File: src/rtl/hazard_ctrl.sv
// Forwarding and hazard-detection unit for the 5-stage core: forwarding selects,
// load-use hold/bubble, taken-branch flush, memory-busy freeze and saturating perf counters.
module hazard_ctrl #(
  parameter int REG_AW    = 5,
  parameter int LU_CYCLES = 1,
  parameter int FLUSH_N   = 3,
  parameter int PERF_W    = 32
) (
  input  logic                clk,
  input  logic                rst_n,
  input  logic [REG_AW-1:0]   rs1_q2,
  input  logic [REG_AW-1:0]   rs2_q2,
  input  logic                use_rs1_q2,
  input  logic                use_rs2_q2,
  input  logic [REG_AW-1:0]   rs1_q3,
  input  logic [REG_AW-1:0]   rs2_q3,
  input  logic [REG_AW-1:0]   rd_q3,
  input  logic                mem_ren_q3,
  input  logic [REG_AW-1:0]   rd_q4,
  input  logic [REG_AW-1:0]   rd_q5,
  input  logic                wr_en_q4,
  input  logic                wr_en_q5,
  input  logic                br_taken_q4,
  input  logic                mem_busy_i,
  input  logic                perf_clr_i,
  output logic [1:0]          fwd_a_o,
  output logic [1:0]          fwd_b_o,
  output logic [1:0]          fwd_st_o,
  output logic                hold_o,
  output logic                bubble_o,
  output logic [FLUSH_N-1:0]  flush_o,
  output logic                freeze_o,
  output logic [PERF_W-1:0]   stall_cnt_o,
  output logic [PERF_W-1:0]   flush_cnt_o
);

  typedef enum logic [0:0] {RUN, LDSTALL} state_t;

  localparam logic [3:0] LU_RELOAD = 4'(LU_CYCLES - 1);

  state_t     state, state_nxt;
  logic [3:0] cnt, cnt_nxt;
  logic       lu_hit;
  logic       flush_evt;

  // q4 is the younger producer, so it wins over q5 when both match
  function automatic logic [1:0] fwd_sel(input logic [REG_AW-1:0] rs,
                                         input logic [REG_AW-1:0] rd4,
                                         input logic [REG_AW-1:0] rd5,
                                         input logic              we4,
                                         input logic              we5);
    if (we4 && (rd4 == rs) && (rd4 != '0))
      return 2'b01;
    else if (we5 && (rd5 == rs) && (rd5 != '0))
      return 2'b10;
    else
      return 2'b00;
  endfunction

  function automatic logic [PERF_W-1:0] sat_inc(input logic [PERF_W-1:0] v);
    return (&v) ? v : v + 1'b1;
  endfunction

  assign fwd_a_o  = fwd_sel(rs1_q3, rd_q4, rd_q5, wr_en_q4, wr_en_q5);
  assign fwd_b_o  = fwd_sel(rs2_q3, rd_q4, rd_q5, wr_en_q4, wr_en_q5);
  assign fwd_st_o = fwd_sel(rs2_q3, rd_q4, rd_q5, wr_en_q4, wr_en_q5);

  assign lu_hit = mem_ren_q3 && (rd_q3 != '0) &&
                  ((use_rs1_q2 && (rs1_q2 == rd_q3)) || (use_rs2_q2 && (rs2_q2 == rd_q3)));

  assign freeze_o = mem_busy_i;

  always_ff @(posedge clk or negedge rst_n) begin
    if (!rst_n) begin
      state <= RUN;
      cnt   <= '0;
    end else begin
      state <= state_nxt;
      cnt   <= cnt_nxt;
    end
  end

  // freeze masks every other event and leaves the FSM untouched
  always_comb begin
    state_nxt = state;
    cnt_nxt   = cnt;
    hold_o    = 1'b0;
    bubble_o  = 1'b0;
    flush_o   = '0;
    flush_evt = 1'b0;
    if (!mem_busy_i) begin
      case (state)
        RUN: begin
          if (br_taken_q4) begin
            flush_o   = '1;
            flush_evt = 1'b1;
          end else if (lu_hit) begin
            hold_o   = 1'b1;
            bubble_o = 1'b1;
            if (LU_CYCLES > 1) begin
              state_nxt = LDSTALL;
              cnt_nxt   = LU_RELOAD;
            end
          end
        end
        LDSTALL: begin
          if (br_taken_q4) begin
            flush_o   = '1;
            flush_evt = 1'b1;
            state_nxt = RUN;
            cnt_nxt   = '0;
          end else begin
            hold_o   = 1'b1;
            bubble_o = 1'b1;
            if (cnt <= 4'd1) begin
              state_nxt = RUN;
              cnt_nxt   = '0;
            end else begin
              cnt_nxt = cnt - 4'd1;
            end
          end
        end
        default: begin
          state_nxt = RUN;
          cnt_nxt   = '0;
        end
      endcase
    end
  end

  always_ff @(posedge clk or negedge rst_n) begin
    if (!rst_n) begin
      stall_cnt_o <= '0;
      flush_cnt_o <= '0;
    end else if (perf_clr_i) begin
      stall_cnt_o <= '0;
      flush_cnt_o <= '0;
    end else begin
      if (hold_o || freeze_o) stall_cnt_o <= sat_inc(stall_cnt_o);
      if (flush_evt)          flush_cnt_o <= sat_inc(flush_cnt_o);
    end
  end

endmodule
File: config.mk
export PLATFORM = sky130hd
export DESIGN_NAME = hazard_ctrl
export DESIGN_NICKNAME = d
export VERILOG_FILES = /design/src/rtl/hazard_ctrl.sv
export SDC_FILE = /design/constraint.sdc
export NUM_CORES = 1
export LEC_CHECK = 0
export ABC_AREA = 0
export BUFFER_PORTS_ARGS = -buffer_cell sky130_fd_sc_hd__buf_4
export CORE_MARGIN = 3
export CORE_UTILIZATION = 35
export CTS_CLUSTER_DIAMETER = 150
export DETAILED_ROUTE_END_ITERATION = 8
export PLACE_DENSITY = 0.61
export SYNTH_ARGS = -nofsm -noshare
export SYNTH_HDL_FRONTEND = slang
export SYNTH_SLANG_ARGS = --single-unit
File: constraint.sdc
create_clock -name clk -period 3.5 [get_ports clk]
set_clock_uncertainty 0.05 [all_clocks]
set_input_delay 0.35 -clock clk [delete_from_list [all_inputs] [get_ports clk]]
set_output_delay 0.35 -clock clk [all_outputs]
set_load 0.1 [all_outputs]
# After elaboration in Yosys (flattened, before gate mapping)
# Cells that the tools add are included.
# word_totals
word_cells	66
output_inout_bits	76
inputBits	45
register_bits	69
# op_classes
n_eq_ne	8
muxes	24
reduce_logical	24
n_addsub	3
order_cmp	1
bitwise_logic	2
# ops
op	count
$mux 32	6
$add 32x1->32 const B	2
$reduce_and 32->1	2
$eq 5x5->1	6
$reduce_bool 5->1	3
$logic_and 1x1->1	12
$mux 1	9
$mux 2	4
$mux 4	2
$mux 3	2
$reduce_and 2->1	3
$le 4x1->1 const B	1
$ne 2x2->1 const B	2
$reduce_bool 2->1	2
$sub 4x1->4 const B	1
$logic_or 1x1->1	2
$not 1->1	2
$pmux 1 s2	1

# Longest topological paths before layout
# Gate-level depths: netlist (run 1).
# depth
ltp_word	11
mapped_depth	8
mapped_depth_nobuf	7

# Worst setup path after synthesis (run 1)
# OpenSTA, ideal clock, no wires.
# synth_timing
path_type	in2out
startpoint	input port rd_q4[4]
endpoint	output port fwd_st_o[1]
arrival_time_ps	6418
path_stages	5
n_path_buf	1
setup_slack_ps	-3318
required_ps	3100
cell_sequence	xnor2_1 -> nand3_1 -> nor4_1 -> nor4_1 -> buf_4
# synth_via
elab_chain_len	4
word_cells_on_any_way	5
classes_between	eq/ne (1); mux (1); reduce/logical (3)
# synth_rtl
item	line	source
start: declaration	19	input logic [REG_AW-1:0] rd_q4,
$eq 5x5->1	--	
$logic_and 1x1->1	--	
$logic_and 1x1->1 (*)	--	
$mux 2 (*)	--	
end: declaration	28	output logic [1:0] fwd_st_o,
# Every way passes the cells marked *; elsewhere a longest branch is shown, timed or not.

# Worst setup path in the final report (run 1)
# layout_timing
startpoint	register stall_cnt_o[7]
endpoint	register stall_cnt_o[24]
# layout_via
elab_chain_len	4
word_cells_on_any_way	7
classes_between	add/sub (1); eq/ne (1); mux (3); reduce/logical (2)
# layout_rtl
item	line	source
start: declaration	33	output logic [PERF_W-1:0] stall_cnt_o,
start signal: assignment	139	if (hold_o || freeze_o) stall_cnt_o <= sat_inc(stall_cnt_o);
$add 32x1->32	61	return (&v) ? v : v + 1'b1;
$mux 32	61	
$mux 32	139	
$mux 32	135	end else if (perf_clr_i) begin
# Several ways; a longest one is shown, not always the timed one. The select of a mux whose other input is x is not followed.
# A chain may end at the register's enable or synchronous reset.

==> results of run 1 <==
[cells by family after synthesis]
group	synth area share, %
flip-flops	39.09
AO/OA/AOI/OAI	15.98
adder cells (fa/ha/maj)	1.133
AND/OR/NAND/NOR	28.30
XOR/XNOR	8.130
buffers and inverters	4.532
multiplexers	2.833
[layout make-up]
cell class	instances	area, um2	area share, %
clock buffers	11	252.7	4.418
clock inverters	5	33.78	0.5906
well taps	168	210.2	3.675
repair buffers	121	908.4	15.88
flip-flops and latches	69	1727	30.18
multi-input cells	383	2555	44.66
inverters	9	33.78	0.5906
[metal layers]
| metal | vias to the layer above | wire, um | track usage (%) |
|---|---|---|---|
| li1 | 2057 | - | - |
| met1 | 2092 | 5558 | 23.67 |
| met2 | 129 | 5763 | 27.83 |
| met5 | - | 0 | 0 |
| met4 | 0 | 194 | 6.520 |
| met3 | 13 | 736 | 4.641 |
[worst max-delay path by stage]
stage	endpoint	slack [ns]	cells past startpoint
after floorplan	fwd_st_o[1]	-0.04	5
after global placement	stall_cnt_o[25]	0.92	6
after global routing	stall_cnt_o[29]	0.56	6
final	stall_cnt_o[24]	0.78	6
after detailed placement	stall_cnt_o[29]	0.80	6
after CTS	stall_cnt_o[24]	0.80	6
[state kept, by name, indices dropped and copies added (netlist names)]
register / cells
state: 1
stall_cnt_o: 32
cnt: 4
flush_cnt_o: 32
[worst reg2reg max path: stages, from the launching register on]
cell	delay [ns]
dfrtp_1	0.46
nand4_2	0.20
or4_4	0.59
o22ai_4	0.70
buf_4	0.36
or4_1	0.15
a21oi_1	0.07
[layout by cell type, fill, tap and decap left out, types with 3 or more instances in the layout]
cell	Yosys	layout
nor2b_1	9	9
o31ai_1	25	25
or4_1	28	28
o21ai_0	23	23
xor2_1	15	15
xnor2_1	26	26
nand2_1	26	26
nor3_2	2	3
nor4_1	12	8
mux2_4	4	4
buf_4	7	121
inv_1	9	9
nor4_4	0	4
nand3_1	28	28
a21o_1	3	3
or3_1	20	20
clkbuf_16	0	9
and3_1	6	6
a2111oi_0	3	3
nor2_1	31	31
nor3_1	9	8
ha_1	4	4
nand2b_1	5	5
nand4_1	21	21
dfrtp_1	69	69
and4_1	11	11
a21oi_1	47	47
[metrics by stage]
| stage | cell area, um2 | util [%] | setup TNS (ns) | power [mW] | instances |
|---|---|---|---|---|---|
| floorplan | 4482 | - | -0.03678 | 0.9675 | 490 |
| global placement | 5434 | 44.68 | 0 | 1.051 | 750 |
| detailed placement | 5434 | 44.68 | 0 | 1.055 | 750 |
| CTS | 5720 | 47.04 | 0 | 1.947 | 766 |
| global route | 5720 | 47.04 | 0 | 1.992 | 766 |
| finish | 5720 | 47.04 | 0 | 1.918 | 766 |
[where the power goes]
| part | internal, mW | switching, mW | leakage [nW] | total (mW) |
|---|---|---|---|---|
| clock network | 0.518 | 0.362 | 0.138 | 0.880 |
| registers | 0.801 | 0.00382 | 0.963 | 0.805 |
| logic | 0.0757 | 0.158 | 1.24 | 0.233 |
==> run summary, run 1 <==
Status = finished, final reports clean
Worst R2R End = stall_cnt_o[24]
Die ar. = 14000 um2
Max Slew Vio Count = 0
Slowest CP cell = o22ai_4
Via density = 5.602
Cts repair resizes = 0
Vias in the first global route = 4117
Row count = 40
Power Dens Cells = 335.3 nW/um2
CP startpoint kind = flip-flop
All-Layer GR Usage = 17.78%
Post-DP HPWL = 8554 um
Drt total wl = 12250 um
DR WL/cell = 15.99 um
Largest area contributor in the netlist = dfrtp_1
CP top delay family = simple AND/OR/NAND/NOR gates
Final #Nets = 642
Routed vias = 4291
Iter 0 DRT Violations = 241
Dpl ws = 0.8043 ns
Post-synth EDFFs = 0
Ranking of synthesized cells by area = dfrtp_1, a21oi_1, xnor2_1
Worst vdd ir = 0.2627 mV
Final Wtd Congestion = 0.8404
Minimum clock period = 2.721 ns
Crit share post-route = 77.74%
Clock transition at the registers of the reported paths = 0.06 ns
Clk root buf = clkbuf_16
TritonCTS Buffers = 9
Asr flop ratio synth = 100.0%
Mapped Area = 4417 um2
Type of the tightest min-delay check = in2async
Leak = 2.343 nW
Commonest cells post-synth = dfrtp_1, a21oi_1, nor2_1, nand3_1, or4_1
Synthesis warning total = 0
# DRC = 0
Layout Area Growth over Synthesis = 29.52%
Final setup violating endpoints = 0
Initial antenna violation count = 0
# fillers = 1185
Worst path required time = 3.63 ns
CTS sink cnt = 69
Critical Setup Path Class = reg2reg
Max_slew headroom = 32.48%
Crit path DAT = 2.86 ns
ANT cells = 0
Count leader, synth = dfrtp_1
Clock Tree Buf Depth = 2
Worst hold margin = 0.1035 ns
Synth top area share = 39.09%
Routed Antenna Nets = 0
Final WS setup = 0.7791 ns
Synth Instances = 490
RSZ-0062 raised after global routing = false
Clk Latency, worst-skew pair = 0.34 ns
Core area = 12160 um2
Syn Area/Cell = 9.014 um2
# port buffers = 120
Top_reg_cell synth = dfrtp_1
Unique cell type count in the Yosys netlist = 46
CTS Hold Bufs = 0
Die Ht = 118.3 um
CTS tree = built
Total of max-cap violations = 0
Setup bufs post-CTS = 0
Global-route wire length before repair = 20760 um
Worst Setup End Kind = flip-flop
Worst R2R Setup Slack = 0.78 ns
IO Count = 121
Number of H-tree levels = 3
Syn nets = 539
Fmax = 367.5 MHz
R2R cell count = 6
Flop and latch count out of synthesis = 69
Crit path buf inv count = 1
Total gr overflow = 0
Critical path origin = stall_cnt_o[7]
Seq/Total Area, Yosys = 39.09%
Width of the die = 118.3 um
Worst-Margin Slew = 1.013 ns
DRT Pass-1 Iters = 5
Final hold viol count = 0
Share of layout cells above drive strength 1 = 26.25%
R2R Path Start = stall_cnt_o[7]
Starting Density = 36.32%
Critical path, cell by cell = nand4_2, or4_4, o22ai_4, buf_4, or4_1, a21oi_1
Pin count of the biggest net entering global routing = 75
Crit Path Max Fanout = 38
CP max stage delay = 0.70 ns
Power figures use the tool's default switching activity.
==> run 2: changes to the inputs <==
PLACE_DENSITY = 0.63   (was 0.61)
clock period = 2.29 ns   (was 3.5 ns; I/O delays follow)
==> run summary, run 2 (synthesis gave the netlist of run 1 again) <==
Status = finished, final reports clean
Crit Path Max Fanout = 15
# port buffers = 120
Vias in the first global route = 4166
Drt total wl = 12300 um
R2R Path Start = stall_cnt_o[7]
Routed vias = 4284
Worst hold margin = 0.1051 ns
Clock transition at the registers of the reported paths = 0.06 ns
Global-route wire length before repair = 20790 um
Dpl ws = 0.1220 ns
Total of max-cap violations = 0
Max_slew headroom = 59.11%
Post-DP HPWL = 9038 um
Setup bufs post-CTS = 0
DRT Pass-1 Iters = 4
CTS tree = built
Final #Nets = 661
Crit share post-route = 94.89%
Fmax = 460.2 MHz
Die ar. = 14000 um2
Clk root buf = clkbuf_16
Number of H-tree levels = 3
Final WS setup = 0.1170 ns
Critical path, cell by cell = nand4_4, or4_4, o22ai_4, buf_4, nor4_2, mux2_1
Worst vdd ir = 0.2777 mV
Slowest CP cell = or4_4
Minimum clock period = 2.173 ns
# DRC = 0
Starting Density = 36.32%
Worst path required time = 2.46 ns
Final hold viol count = 0
TritonCTS Buffers = 9
Worst Hold Launch = br_taken_q4
IO Count = 121
CTS sink cnt = 69
Commonest cells after routing, fill and taps aside = buf_4, a21oi_1, dfrtp_2
All-Layer GR Usage = 17.87%
Total gr overflow = 0
Max Slew Vio Count = 0
Crit path DAT = 2.34 ns
Type of the tightest min-delay check = in2reg
Leak = 2.388 nW
DR WL/cell = 15.68 um
Iter 0 DRT Violations = 256
Worst Setup End Kind = flip-flop
Pin count of the biggest net entering global routing = 56
Layout Area Growth over Synthesis = 40.68%
# fillers = 1169
Routed Antenna Nets = 0
Most common cell after layout, fill and taps aside = buf_4
Power Dens Cells = 520.0 nW/um2
Core area = 12160 um2
Critical path origin = stall_cnt_o[7]
Clk Latency, worst-skew pair = 0.34 ns
Die Ht = 118.3 um
CP max stage delay = 0.58 ns
RSZ-0062 raised after global routing = false
Final setup violating endpoints = 0
Initial antenna violation count = 0
Width of the die = 118.3 um
Clock Tree Buf Depth = 2
ANT cells = 0
Via density = 5.464
Share of layout cells above drive strength 1 = 40.75%
Final Wtd Congestion = 0.7952
Worst-Margin Slew = 0.5979 ns
Critical Setup Path Class = reg2reg
CP startpoint kind = flip-flop
Row count = 40
Largest regs = flush_cnt_o x32, stall_cnt_o x32, cnt x4
run 2: worst paths after layout:
path	end	slack, ns	cells past startpoint
setup / recovery	stall_cnt_o[5]	0.12	6
hold / removal	cnt[2]	0.11	2
setup reg to reg	stall_cnt_o[5]	0.12	6
hold reg to reg	state	0.51	2
max in group asynchronous	stall_cnt_o[14]	1.28	3
min in group asynchronous	flush_cnt_o[19]	0.32	2
run 2: metrics by stage:
| step | setup TNS, ns | total power, mW | cell area [um2] | std cells | utilization (%) |
|---|---|---|---|---|---|
| 3_3_place_gp | 0 | 1.648 | 5867 | 768 | 48.24 |
| 2_1_floorplan | -1.279 | 1.496 | 4746 | 490 | - |
| 3_5_place_dp | 0 | 1.654 | 5867 | 768 | 48.24 |
| 4_1_cts | 0 | 3.279 | 6213 | 784 | 51.09 |
| 6_report | 0 | 3.231 | 6213 | 784 | 51.09 |
| 5_1_grt | 0 | 3.354 | 6213 | 784 | 51.09 |
run 2: routing by layer:
layer | up-vias | global-route usage (%) | part of all wire (%)
met5 | - | 0 | 0
met4 | 0 | 3.810 | 0.90
met3 | 7 | 5.837 | 5.5
met2 | 88 | 29.15 | 48
met1 | 2087 | 23.20 | 45
li1 | 2102 | - | -
run 2: cell type report:
type / count / area (um2) / area share, %
multi-input cells: 383 / 2683 / 43.17
flip-flops and latches: 69 / 1859 / 29.92
repair buffers: 140 / 1091 / 17.56
clock buffers: 9 / 225.2 / 3.625
well taps: 168 / 210.2 / 3.383
clock inverters: 6 / 111.4 / 1.792
inverters: 9 / 33.78 / 0.5437
run 2: worst max-delay path: cells and delay by family (launching register included):
kind                   cells  cell delay [ns]
muxes                      1             0.31
and+or+nand+nor            3             0.79
AOI/OAI and AO/OA          1             0.20
DFF                        1             0.45
buffers and inverters      1             0.25
run 2: timing repair:
item / 4_1_cts / 5_1_grt
hold endpoints to repair: 29 / 0
resized for setup: 0 / 0
endpoints found under the setup margin: 0 / 0
hold buffers: 1 / 0
run 2: power breakdown:
part           total, mW  switching (mW)  internal [mW]
Clock               1.60           0.545           1.06
Sequential          1.24         0.00896           1.23
Combinational      0.392           0.251          0.141
Total               3.23           0.805           2.43
